$ cat src/rtl/display_scheduler.sv
// Shared 4-digit seven-segment display controller: arbitrates ownership among four
// services, scans digits with active-low anodes and blinks the owner's edit cursor.
module display_scheduler #(
    parameter int unsigned REFRESH_DIV = 100000,
    parameter int unsigned BLINK_DIV   = 50000000
) (
    input  logic        clk_i,
    input  logic        resetn_i,
    input  logic [3:0]  req_i,
    input  logic [3:0]  done_i,
    input  logic [63:0] num_bus_i,
    input  logic [15:0] cur_time_i,
    input  logic [3:0]  edit_en_i,
    input  logic [7:0]  edit_pos_i,
    output logic [3:0]  an_o,
    output logic [6:0]  seg_o,
    output logic [2:0]  owner_o,
    output logic [3:0]  grant_o
);
    localparam int unsigned RefW = (REFRESH_DIV > 1) ? $clog2(REFRESH_DIV) : 1;
    localparam int unsigned BlkW = (BLINK_DIV > 1) ? $clog2(BLINK_DIV) : 1;
    localparam logic [RefW-1:0] RefMax = RefW'(REFRESH_DIV - 1);
    localparam logic [BlkW-1:0] BlkMax = BlkW'(BLINK_DIV - 1);

    typedef enum logic [1:0] {StIdle, StOwned, StRelease} state_e;

    state_e          state_q, state_d;
    logic [2:0]      owner_q, owner_d;
    logic [3:0]      grant_q, grant_d;
    logic [3:0]      served_q, served_d;
    logic [1:0]      digit_q, digit_d;
    logic [RefW-1:0] refresh_q, refresh_d;
    logic [BlkW-1:0] blink_q, blink_d;
    logic            blink_phase_q, blink_phase_d;
    logic [3:0]      an_q, an_d;
    logic [6:0]      seg_q, seg_d;

    logic [3:0]  eligible;
    logic [3:0]  served_set;
    logic [1:0]  sel_b;
    logic [1:0]  dig_rev;
    logic [15:0] field;
    logic [3:0]  nibble;
    logic        blank_cursor;

    function automatic logic [6:0] seg_decode(input logic [3:0] d);
        logic [6:0] s;
        case (d)
            4'd0:    s = 7'b0111111;
            4'd1:    s = 7'b0000110;
            4'd2:    s = 7'b1011011;
            4'd3:    s = 7'b1001111;
            4'd4:    s = 7'b1100110;
            4'd5:    s = 7'b1101101;
            4'd6:    s = 7'b1111101;
            4'd7:    s = 7'b0000111;
            4'd8:    s = 7'b1111111;
            4'd9:    s = 7'b1101111;
            default: s = 7'b0000000;
        endcase
        return s;
    endfunction

    // Arbitration and ownership FSM
    always_comb begin
        state_d    = state_q;
        owner_d    = owner_q;
        grant_d    = grant_q;
        served_set = 4'b0000;
        eligible   = req_i & ~served_q;
        case (state_q)
            StIdle: begin
                if (eligible[3]) begin
                    state_d = StOwned; owner_d = 3'd1; grant_d = 4'b1000;
                end else if (eligible[2]) begin
                    state_d = StOwned; owner_d = 3'd2; grant_d = 4'b0100;
                end else if (eligible[1]) begin
                    state_d = StOwned; owner_d = 3'd3; grant_d = 4'b0010;
                end else if (eligible[0]) begin
                    state_d = StOwned; owner_d = 3'd4; grant_d = 4'b0001;
                end
            end
            StOwned: begin
                if (|(done_i & grant_q)) begin
                    served_set = grant_q;
                    state_d    = StRelease; owner_d = 3'd0; grant_d = 4'b0000;
                end else if (~|(req_i & grant_q)) begin
                    state_d = StRelease; owner_d = 3'd0; grant_d = 4'b0000;
                end
            end
            StRelease: begin
                state_d = StIdle;
            end
            default: begin
                state_d = StIdle; owner_d = 3'd0; grant_d = 4'b0000;
            end
        endcase
        // A done on the same cycle as a req drop still sets the flag once.
        served_d = served_set | (served_q & req_i);
    end

    // Free-running scan and blink timebases
    always_comb begin
        refresh_d     = refresh_q + 1'b1;
        digit_d       = digit_q;
        blink_d       = blink_q + 1'b1;
        blink_phase_d = blink_phase_q;
        if (refresh_q == RefMax) begin
            refresh_d = '0;
            digit_d   = digit_q + 2'd1;
        end
        if (blink_q == BlkMax) begin
            blink_d       = '0;
            blink_phase_d = ~blink_phase_q;
        end
    end

    // Display source follows the next-state owner so an/seg line up with owner_o.
    always_comb begin
        case (owner_d)
            3'd1:    sel_b = 2'd3;
            3'd2:    sel_b = 2'd2;
            3'd3:    sel_b = 2'd1;
            default: sel_b = 2'd0;
        endcase
        dig_rev      = ~digit_q;
        field        = cur_time_i;
        blank_cursor = 1'b0;
        if (state_d == StOwned) begin
            field        = num_bus_i[{sel_b, 4'b0000} +: 16];
            blank_cursor = edit_en_i[sel_b] && blink_phase_q &&
                           (edit_pos_i[{sel_b, 1'b0} +: 2] == digit_q);
        end
        nibble = field[{dig_rev, 2'b00} +: 4];
        an_d   = ~(4'b1000 >> digit_q);
        seg_d  = blank_cursor ? 7'b0000000 : seg_decode(nibble);
        if (state_d == StRelease) begin
            an_d  = 4'b1111;
            seg_d = 7'b0000000;
        end
    end

    always_ff @(posedge clk_i or negedge resetn_i) begin
        if (!resetn_i) begin
            state_q       <= StIdle;
            owner_q       <= 3'd0;
            grant_q       <= 4'b0000;
            served_q      <= 4'b0000;
            digit_q       <= 2'd0;
            refresh_q     <= '0;
            blink_q       <= '0;
            blink_phase_q <= 1'b0;
            an_q          <= 4'b1111;
            seg_q         <= 7'b0000000;
        end else begin
            state_q       <= state_d;
            owner_q       <= owner_d;
            grant_q       <= grant_d;
            served_q      <= served_d;
            digit_q       <= digit_d;
            refresh_q     <= refresh_d;
            blink_q       <= blink_d;
            blink_phase_q <= blink_phase_d;
            an_q          <= an_d;
            seg_q         <= seg_d;
        end
    end

    assign an_o    = an_q;
    assign seg_o   = seg_q;
    assign owner_o = owner_q;
    assign grant_o = grant_q;

endmodule

$ cat config.mk
export PLATFORM = sky130hd
export DESIGN_NAME = display_scheduler
export DESIGN_NICKNAME = d
export VERILOG_FILES = /design/src/rtl/display_scheduler.sv
export SDC_FILE = /design/constraint.sdc
export NUM_CORES = 1
export LEC_CHECK = 0
export CORE_ASPECT_RATIO = 0.5
export CORE_MARGIN = 2
export CORE_UTILIZATION = 55
export DETAILED_ROUTE_END_ITERATION = 7
export DONT_BUFFER_PORTS = 1
export PLACE_DENSITY_LB_ADDON = 0.1
export SLEW_MARGIN = 20
export SYNTH_ARGS = -nofsm -noshare
export SYNTH_HDL_FRONTEND = slang
export SYNTH_SLANG_ARGS = --single-unit
export TNS_END_PERCENT = 10
$ cat constraint.sdc
create_clock -name clk_i -period 7.75 [get_ports clk_i]
set_clock_uncertainty 0.1 [all_clocks]
set_input_delay 1.55 -clock clk_i [delete_from_list [all_inputs] [get_ports clk_i]]
set_output_delay 1.55 -clock clk_i [all_outputs]
set_load 0.03 [all_outputs]
# == After elaboration in Yosys (flattened, before gate mapping) ==
# Memory sizes are Yosys's and may differ from the RTL's.
# Cells that the tools add are included.
# word_totals
memories,1
out_inout_bits,18
elab_cells,80
register_bits,70
input_bits,102
rom_bits,112
# memory_table
name,depth,word_bits,read_ports,rd_ports_with_merged_regs,write_ports,line,source
(name not given),16,7,1,0,0,48,case (d)
# classes
n_lt_le_gt_ge,1
bitwise,10
add_sub_neg,3
n_reduce_logical,6
eq_ne,12
shift,4
n_mux,33
# op_table
operator,count
$shiftx 64x7->16,1
$mux 4,9
$add 26x1->26 const B,1
$eq 26x26->1 const B,1
$mux 26,1
$mux 3,6
$add 17x1->17 const B,1
$eq 17x17->1 const B,1
$mux 17,1
$and 4x4->4,4
$mux 16,1
$shiftx 16x5->4,1
$mux 7,2
$mux 2,6
$pmux 4 s3,1
$pmux 3 s3,1
$not 4->4,2
$reduce_or 4->1,2
$shiftx 8x4->2,1
$eq 3x2->1 const B,2
$pmux 2 s3,1
$ne 5x5->1 const B,1
$eq 2x1->1 const B,2
$eq 2x2->1 const B,2
15 further kinds,18

# == Longest topological paths before layout ==
# Gate-level depths: netlist of the first run.
# depth
depth_word,16
depth_mapped,16
mapped_depth_nobuf,14

# == Worst setup path before layout of the first run ==
# OpenSTA, ideal clock, no wires.
# synth_timing
path_type,in2reg
startpoint,in req_i[1]
endpoint,reg seg_q[1] (netlist: seg_o[1])
slack_ns,3.431
t_required_ns,7.527
n_path_buf,1
setup_time_ns,0.123
arrival_time_ns,4.095
path_stages,13
path_cell_list,a22o_1 > o2111ai_1 > a32o_1 > buf_2 > o31a_2 > o21ai_0 > a221oi_1 > nor3_1 > o32ai_2 > inv_1 > ha_1 > o21ai_0 > a21oi_1
# synth_via
elab_chain_len,14
elab_cells_between_ends,34
cone_classes,eq/ne (6); shift (3); mux (19); bitwise (2); reduce/logical (3); memory (1)
# synth_rtl
item,line,source
from (decl),9,"input logic [3:0] req_i,"
branches (longest 13 deep; another with $mem_v2 16x7),n/a,
$mux 7 (*),137,if (state_d == StRelease) begin
net seg_d[1],36,"logic [6:0] seg_q, seg_d;"
to (signal assigned),165,seg_q <= seg_d;
to (decl),36,
# Mark *: on every way through the listed nets, which the timed path passes. The select of a mux whose other input is x is not followed.
# A chain may end at the register's enable or synchronous reset.

# == Worst setup path in the final report of the first run ==
# Ends and elaborated chain as after synthesis.

==> results of run 1 <==
[worst max-delay path, stage by stage]
cell     delay [ns]
and2b_2        0.21
nor4_1         0.36
o21a_1         0.60
inv_1          0.41
o21ai_0        0.25
a21oi_1        0.07
o32ai_2        0.61
inv_1          0.15
ha_1           0.32
o21ai_0        0.16
a21oi_1        0.08
[final cells by class]
type,instances,area share
inverters,22,0.0172
flip-flops and latches,70,0.360
multi-input cells,376,0.532
well taps,112,0.0287
clock buffers,12,0.0505
diodes,1,0.000513
clock inverters,4,0.0113
[worst max path at each step]
stage	startpoint	endpoint	slack, ns	depth (start not counted)
global route	done_i[0]	seg_o[1]$_DFF_PN0_	2.77	12
CTS	req_i[1]	seg_o[1]$_DFF_PN0_	3.10	11
global placement	req_i[1]	seg_o[1]$_DFF_PN0_	2.83	11
detailed placement	done_i[0]	seg_o[1]$_DFF_PN0_	2.77	12
floorplan	req_i[1]	seg_o[1]$_DFF_PN0_	3.43	13
finish	req_i[1]	seg_o[1]$_DFF_PN0_	3.08	11
[metrics by stage]
| step | power (mW) | hold slack [ns] | area [um^2] | setup slack (ns) | std cells |
|---|---|---|---|---|---|
| floorplan | 1.21 | 0.341 | 4530 | 3.43 | 484 |
| global placement | 1.34 | 0.366 | 4570 | 2.83 | 580 |
| detailed placement | 1.34 | 0.361 | 4570 | 2.77 | 580 |
| CTS | 1.76 | 0.377 | 4870 | 3.10 | 596 |
| global route | 1.87 | 0.402 | 4880 | 2.77 | 597 |
| finish | 1.76 | 0.378 | 4880 | 3.08 | 597 |
[routing by layer]
| metal | vias to the layer above | GRT usage | part of all wire | routed length [um] |
|---|---|---|---|---|
| li1 | 1779 | - | - | - |
| met1 | 1805 | 0.310 | 0.43 | 4880 |
| met2 | 78 | 0.418 | 0.49 | 5470 |
| met3 | 14 | 0.100 | 0.066 | 741 |
| met4 | 2 | 0.0914 | 0.010 | 116 |
| met5 | - | 0 | 0.00098 | 11 |
[power breakdown]
part	internal (mW)	switching, mW	total, mW
clock network	0.260	0.153	0.412
logic	0.319	0.517	0.836
registers	0.410	0.102	0.513
total	0.989	0.772	1.76
[logic make-up after synthesis]
| family | after synthesis | synth area share |
|---|---|---|
| simple gates | 183 | 0.216 |
| buf+inv | 38 | 0.0436 |
| mux | 12 | 0.0271 |
| flops | 70 | 0.388 |
| fa+ha+maj | 11 | 0.0304 |
| compound gates | 131 | 0.219 |
| xor+xnor | 39 | 0.0754 |
[cells in the mapped netlist (4+ instances only)]
cell / n / share of area
nor3_1: 16 / 0.018
nor2_1: 35 / 0.029
xnor2_1: 21 / 0.041
dfstp_2: 4 / 0.023
nor2b_1: 7 / 0.0097
o22ai_1: 10 / 0.014
a22o_1: 8 / 0.015
a21oi_1: 19 / 0.021
ha_1: 11 / 0.030
o21ai_0: 25 / 0.028
clkbuf_1: 6 / 0.0050
o21ai_2: 4 / 0.0077
mux2i_1: 10 / 0.022
inv_1: 19 / 0.016
dfrtp_1: 66 / 0.36
nand3_1: 25 / 0.028
nand2_1: 39 / 0.032
and3_1: 12 / 0.017
buf_6: 4 / 0.0099
xor2_1: 18 / 0.035
a211oi_1: 10 / 0.017
or3_1: 6 / 0.0083
o2bb2ai_1: 4 / 0.0077
nor4_1: 5 / 0.0069
nand4_1: 11 / 0.015
[sequential cells by signal, summed over array words and instances, names as in the netlist]
signal / cells
digit_q: 2
state_q: 2
grant_o: 4
owner_o: 3
an_o: 4
blink_phase_q: 1
served_q: 4
blink_q: 26
seg_o: 7
refresh_q: 17
==> results.py, run 1 <==
metrics = {
    "synth": {
        "syn_area_um2": 4530,
        "syn_inst": 484,
        "syn-mean-instance-area_um2": 9.36,
        "synth_cell_type_count": 79,
        "ys.flop_type": "dfrtp_1",
        "synth_edf_count": 0,
        "synth_nets": 597,
        "synth_seq_cells": 70,
        "async_flop_share": 1.00,
        "ys_seq_area_frac": 0.388,
        "yosys_warnings": 0,
    },
    "critical_path": {
        "end_kind": "flop",
        "cp.required_ns": 7.86,
        "worstPathArrival_ns": 4.78,
        "regToRegEndpoint": "seg_o[1]$_DFF_PN0_",
        "rr_startpoint": "grant_o[0]$_DFFE_PN0P_",
        "critPathKind": "in -> reg",
        "path_max_fanout": 20,
        "reg2reg_depth": 12,
        "critPathLaunchType": "primary input",
        "reg2reg_slack_ns": 3.66,
    },
    "finish": {
        "register_area_um2": 1760,
        "layout.nets": 592,
        "drive_gt1_frac": 0.110,
        "fillCellCount": 699,
        "layout_commonest_cell": "dfrtp_1",
        "syn_to_final_growth_pct": 7.62,
        "multi_input_area_um2": 2590,
        "final_core_util": 0.610,
        "final_cell_mix": "66 x dfrtp_1, 39 x nand2_1, 35 x nor2_1",
    },
    "global_route": {
        "overflow": 0,
        "grt_max_degree": 71,
        "grt_pass1_wl_um": 17400,
        "grt_antenna_before_repair": 2,
        "track_usage": 0.254,
        "first_global_vias": 3454,
    },
    "sta": {
        "setup_viol": 0,
        "min_period_over_period": 0.603,
        "tns_ns": 0,
        "drv_slew": 0,
        "finalHoldViolCount": 0,
        "tightest_slew_ns": 1.06,
        "fmaxAchievable_mhz": 214,
        "rsz0062_at_grt": "no",
        "final.min_clock_period_ns": 4.67,
        "max-slew-margin-rel": 0.290,
    },
    "cts": {
        "cts_resized": 0,
        "clk_latency_ns": 0.33,
        "htreeDepth": 3,
        "cts_tree": "yes",
        "path_clk_slew_ns": 0.06,
        "cts_buffers": 9,
        "post_cts_buffers": 0,
        "cts_buffer_depth": 2,
        "cts_root_buffer": "clkbuf_16",
        "cts_sinks": 70,
        "postCtsHoldBufs": 0,
    },
    "power_and_ir_drop": {
        "p_leak_nw": 2.11,
        "powerDensity_nw_per_um2": 361,
        "ir_drop_uv": 147,
    },
    "route": {
        "drt_iter0_drc": 229,
        "dr.pass1.iters": 5,
        "via_per_inst": 6.16,
        "antenna_left": 0,
        "drc": 0,
        "vias": 3678,
        "wl_per_cell_um": 18.8,
        "routed_wl_um": 11200,
    },
    "floorplan": {
        "die_h_um": 68.2,
        "ios": 120,
        "start_util": 0.566,
        "die_x_um": 132,
        "die_area_um2": 9030,
        "rows": 23,
        "core_area_um2": 8000,
    },
    "hold_path": {
        "hp-start": "blink_phase_q$_DFFE_PN0N_",
        "holdPathStages": 1,
        "min_path_type": "reg -> reg",
        "holdPathEnd": "blink_phase_q$_DFFE_PN0N_",
    },
    "placement": {
        "dp_hpwl_um": 8420,
        "gp_congestion": 0.907,
        "numPortBuffers": 0,
    },
    "flow_run": {
        "drv_cap": 0,
    },
    "status": {
        "status": "finished clean",
    },
}
Note: power is estimated with default switching activity, not from simulation.
==> run 2, diff against run 1 <==
Clock period 7.75 ns to 4 ns, I/O delays scaled along.
==> results.py, run 2 (synthesis gave the netlist of run 1 again) <==
metrics = {
    "power_and_ir_drop": {
        "powerDensity_nw_per_um2": 714,
        "ir_drop_uv": 290,
        "power_mw": 3.55,
        "p_leak_nw": 2.17,
    },
    "floorplan": {
        "core_area_um2": 8000,
        "die_x_um": 132,
        "rows": 23,
        "ios": 120,
        "die_area_um2": 9030,
        "start_util": 0.566,
        "die_h_um": 68.2,
    },
    "cts": {
        "cts_root_buffer": "clkbuf_16",
        "cts_resized": 0,
        "post_cts_buffers": 0,
        "path_clk_slew_ns": 0.06,
        "postCtsHoldBufs": 0,
        "cts_buffers": 9,
        "clk_latency_ns": 0.34,
        "cts_tree": "yes",
        "cts_sinks": 70,
        "htreeDepth": 3,
        "cts_buffer_depth": 2,
    },
    "route": {
        "routed_wl_um": 11400,
        "wl_per_cell_um": 18.8,
        "drt_iter0_drc": 245,
        "vias": 3725,
        "via_per_inst": 6.14,
        "antenna_left": 0,
        "drc": 0,
        "dr.pass1.iters": 5,
    },
    "finish": {
        "layout_commonest_cell": "dfrtp_1",
        "final_cell_count_no_fill": 607,
        "final_cell_mix": "66 x dfrtp_1, 39 x nand2_1, 35 x nor2_1",
        "syn_to_final_growth_pct": 9.58,
        "multi_input_area_um2": 2590,
        "largest_reg_flops": 26,
        "register_area_um2": 1760,
        "layout.nets": 602,
        "fillCellCount": 722,
        "drive_gt1_frac": 0.130,
        "top_register": "blink_q",
    },
    "flow_run": {
        "drv_cap": 0,
    },
    "critical_path": {
        "crit_start": "grant_o[2]$_DFFE_PN0P_",
        "path_max_fanout": 13,
        "cp.required_ns": 4.11,
        "worstPathArrival_ns": 3.80,
        "critPathKind": "reg -> reg",
        "end_kind": "flop",
        "rr_startpoint": "grant_o[2]$_DFFE_PN0P_",
        "critPathLaunchType": "flop",
    },
    "sta": {
        "rsz0062_at_grt": "no",
        "finalHoldViolCount": 0,
        "tightest_slew_ns": 0.902,
        "final.min_clock_period_ns": 3.69,
        "tns_ns": 0,
        "drv_slew": 0,
        "setup_viol": 0,
        "max-slew-margin-rel": 0.394,
        "min_period_over_period": 0.922,
        "fmaxAchievable_mhz": 271,
    },
    "global_route": {
        "first_global_vias": 3433,
        "grt_antenna_before_repair": 2,
        "grt_max_degree": 71,
        "overflow": 0,
        "grt_pass1_wl_um": 17600,
        "track_usage": 0.256,
    },
    "placement": {
        "gp_congestion": 0.860,
        "dp_hpwl_um": 8590,
        "numPortBuffers": 0,
        "dp.cells": 590,
    },
    "status": {
        "status": "finished clean",
    },
    "hold_path": {
        "min_path_type": "in -> async",
    },
}
run 2: cell types whose count changed in the layout (fill, tap and decap cells not counted), sizes merged:
cell / delta
diode: +1
inv: -1
clkbuf: -3
clkinv: +3
buf: +10
clkinvlp: -1
bufinv: +1
run 2: through the flow:
step	hold slack, ns	utilization	cell area [um^2]	setup slack (ns)
after floorplan	0.341	-	4530	0.431
after global placement	0.359	0.581	4650	0.169
after detailed placement	0.358	0.581	4650	0.0535
after CTS	0.0443	0.620	4960	0.314
after global routing	0.0423	0.620	4960	0.0297
final	0.0594	0.621	4970	0.311
run 2: worst paths after layout:
kind / endpoint / slack (ns) / depth (start not counted)
worst max-delay path: seg_o[1]$_DFF_PN0_ / 0.31 / 12
worst min-delay path: served_q[2]$_DFF_PN0_ / 0.06 / 0
worst max register to register: seg_o[1]$_DFF_PN0_ / 0.31 / 12
worst min register to register: blink_phase_q$_DFFE_PN0N_ / 0.37 / 1
max in group asynchronous: an_o[3]$_DFF_PN1_ / 3.53 / 0
min in group clk_i: blink_phase_q$_DFFE_PN0N_ / 0.37 / 1
run 2: final cells by class:
type                    instances  share of cell area
clock buffers                   9              0.0454
clock inverters                 6              0.0176
well taps                     112              0.0282
multi-input cells             376               0.522
inverters                      22              0.0169
flip-flops and latches         70               0.354
diodes                          2             0.00101
repair buffers                 10              0.0151
run 2: worst max-delay path: stages (launching register included):
cell and delay [ns]:
dfrtp_1 0.52, a22oi_1 0.38, o211a_1 0.28, and3_4 0.33
o21ai_4 0.13, a21oi_4 0.32, nor3_1 0.09, o311a_1 0.33
o22ai_1 0.34, inv_1 0.15, ha_1 0.33, o21ai_0 0.16
a21oi_1 0.08
run 2: power breakdown:
group / internal [mW] / switching, mW / leakage, nW / total (mW)
combinational: 0.687 / 1.05 / 1.10 / 1.74
sequential: 0.796 / 0.166 / 0.917 / 0.962
clock: 0.542 / 0.308 / 0.155 / 0.850
run 2: layer usage:
layer / vias up / wire length [um] / track usage
met2: 105 / 5360 / 0.429
li1: 1802 / - / -
met1: 1787 / 4910 / 0.310
met3: 29 / 906 / 0.100
met5: - / 13 / 0
met4: 2 / 210 / 0.0874
==> run 3, diff against run 2 <==
Settings changed: CORE_UTILIZATION 55 to 50.
==> results.py, run 3 (synthesis gave the netlist of run 1 again) <==
metrics = {
    "status": {
        "status": "finished clean",
    },
    "critical_path": {
        "path_max_fanout": 11,
        "crit_buf_inv": 2,
        "crit_start": "grant_o[3]$_DFFE_PN0P_",
        "critPathKind": "reg -> reg",
        "reg2reg_slack_ns": 0.33,
        "cp.required_ns": 4.11,
        "critPathMaxStageDelay_ns": 0.52,
        "reg2reg_depth": 13,
        "critPathCapture": "seg_o[1]$_DFF_PN0_",
        "critPathLaunchType": "flop",
        "cp_cell_sequence": "a22oi_1, o2111ai_1, and4_4, clkinv_2, nand3_4, a21oi_4, mux2i_1, o311ai_0, o22ai_1, inv_1, ha_1, o21ai_0, a21oi_1",
        "worstPathArrival_ns": 3.79,
        "slowest_stage": "dfrtp_1",
        "regToRegEndpoint": "seg_o[1]$_DFF_PN0_",
        "cp_num_cells": 13,
        "end_kind": "flop",
        "rr_startpoint": "grant_o[3]$_DFFE_PN0P_",
        "cp_top_family": "compound AO/OA/AOI/OAI gates",
    },
    "global_route": {
        "overflow": 0,
        "track_usage": 0.241,
        "grt_max_degree": 71,
        "grt_pass1_wl_um": 18700,
        "grt_antenna_before_repair": 4,
        "first_global_vias": 3646,
    },
    "route": {
        "drc": 0,
        "wl_per_cell_um": 18.8,
        "routed_wl_um": 11600,
        "vias": 3730,
        "drt_iter0_drc": 217,
        "via_per_inst": 6.07,
        "antenna_left": 0,
        "dr.pass1.iters": 4,
    },
    "floorplan": {
        "start_util": 0.517,
        "die_x_um": 139,
        "ios": 120,
        "die_area_um2": 9890,
        "die_h_um": 71.3,
        "core_area_um2": 8770,
        "rows": 24,
    },
    "cts": {
        "cts_buffer_depth": 2,
        "clk_latency_ns": 0.34,
        "cts_sinks": 70,
        "post_cts_buffers": 0,
        "cts_tree": "yes",
        "cts_resized": 0,
        "postCtsHoldBufs": 0,
        "cts_buffers": 9,
        "path_clk_slew_ns": 0.06,
        "cts_root_buffer": "clkbuf_16",
        "htreeDepth": 3,
    },
    "hold_path": {
        "min_path_type": "in -> async",
    },
    "placement": {
        "gp_congestion": 0.971,
        "dpl_cell_area_um2": 4660,
        "dp_hpwl_um": 8690,
        "numPortBuffers": 0,
    },
    "power_and_ir_drop": {
        "ir_drop_uv": 320,
        "powerDensity_nw_per_um2": 718,
        "p_leak_nw": 2.17,
        "power_mw": 3.59,
    },
    "finish": {
        "syn_to_final_growth_pct": 10.2,
        "largest_reg_flops": 26,
        "top_register": "blink_q",
        "layout.nets": 603,
        "final_cell_mix": "66 x dfrtp_1, 39 x nand2_1, 35 x nor2_1",
        "finish.instance_area_um2": 4990,
        "layout_commonest_cell": "dfrtp_1",
        "final_core_util": 0.569,
        "drive_gt1_frac": 0.133,
    },
    "sta": {
        "max-slew-margin-rel": 0.394,
        "drv_slew": 0,
        "finalHoldViolCount": 0,
        "final.min_clock_period_ns": 3.67,
        "min_period_over_period": 0.918,
        "tightest_slew_ns": 0.902,
        "tns_ns": 0,
        "setup_viol": 0,
        "worst_hold_slack_ns": 0.0554,
        "rsz0062_at_grt": "no",
        "fmaxAchievable_mhz": 272,
    },
    "flow_run": {
        "drv_cap": 0,
    },
}
run 3: cell types whose count changed in the layout (fill, tap and decap cells not counted), sizes merged:
cell / delta
buf: +1
clkinv: -2
clkinvlp: +2
diode: +1
inv: +1
run 3: area by class of cell:
cell class              instances  area, um^2
diodes                          3        7.51
clock buffers                   9         225
clock inverters                 7        97.6
fillers                       797        3780
inverters                      22        83.8
multi-input cells             376        2590
flip-flops and latches         70        1760
well taps                     117         146
repair buffers                 11        82.6
run 3: how the worst min path moves through the flow:
stage                     depth (start not counted)                        end  slack (ns)
after global placement                            1  blink_phase_q$_DFFE_PN0N_        0.36
after CTS                                         0       owner_o[0]$_DFF_PN0_        0.04
after global routing                              0       blink_q[8]$_DFF_PN0_        0.04
after floorplan                                   1  blink_phase_q$_DFFE_PN0N_        0.34
final                                             0       owner_o[0]$_DFF_PN0_        0.06
after detailed placement                          1  blink_phase_q$_DFFE_PN0N_        0.36
run 3: power breakdown:
part	total, mW	internal, mW	leakage [nW]	switching, mW
Sequential	0.968	0.796	0.917	0.173
Combinational	1.75	0.700	1.10	1.05
Clock	0.865	0.548	0.152	0.317
Total	3.59	2.04	2.17	1.54
run 3: through the flow:
step | cells | worst slack [ns]
4_1_cts | 612 | 0.368
6_report | 615 | 0.326
3_5_place_dp | 596 | 0.112
2_1_floorplan | 484 | 0.431
5_1_grt | 614 | 0.0299
3_3_place_gp | 596 | 0.136
run 3: layer usage:
metal	share of wire	vias up	global-route usage
met5	0.00095	-	0
met4	0.020	2	0.0685
met3	0.075	25	0.0976
met2	0.47	83	0.398
met1	0.44	1807	0.297
li1	-	1813	-
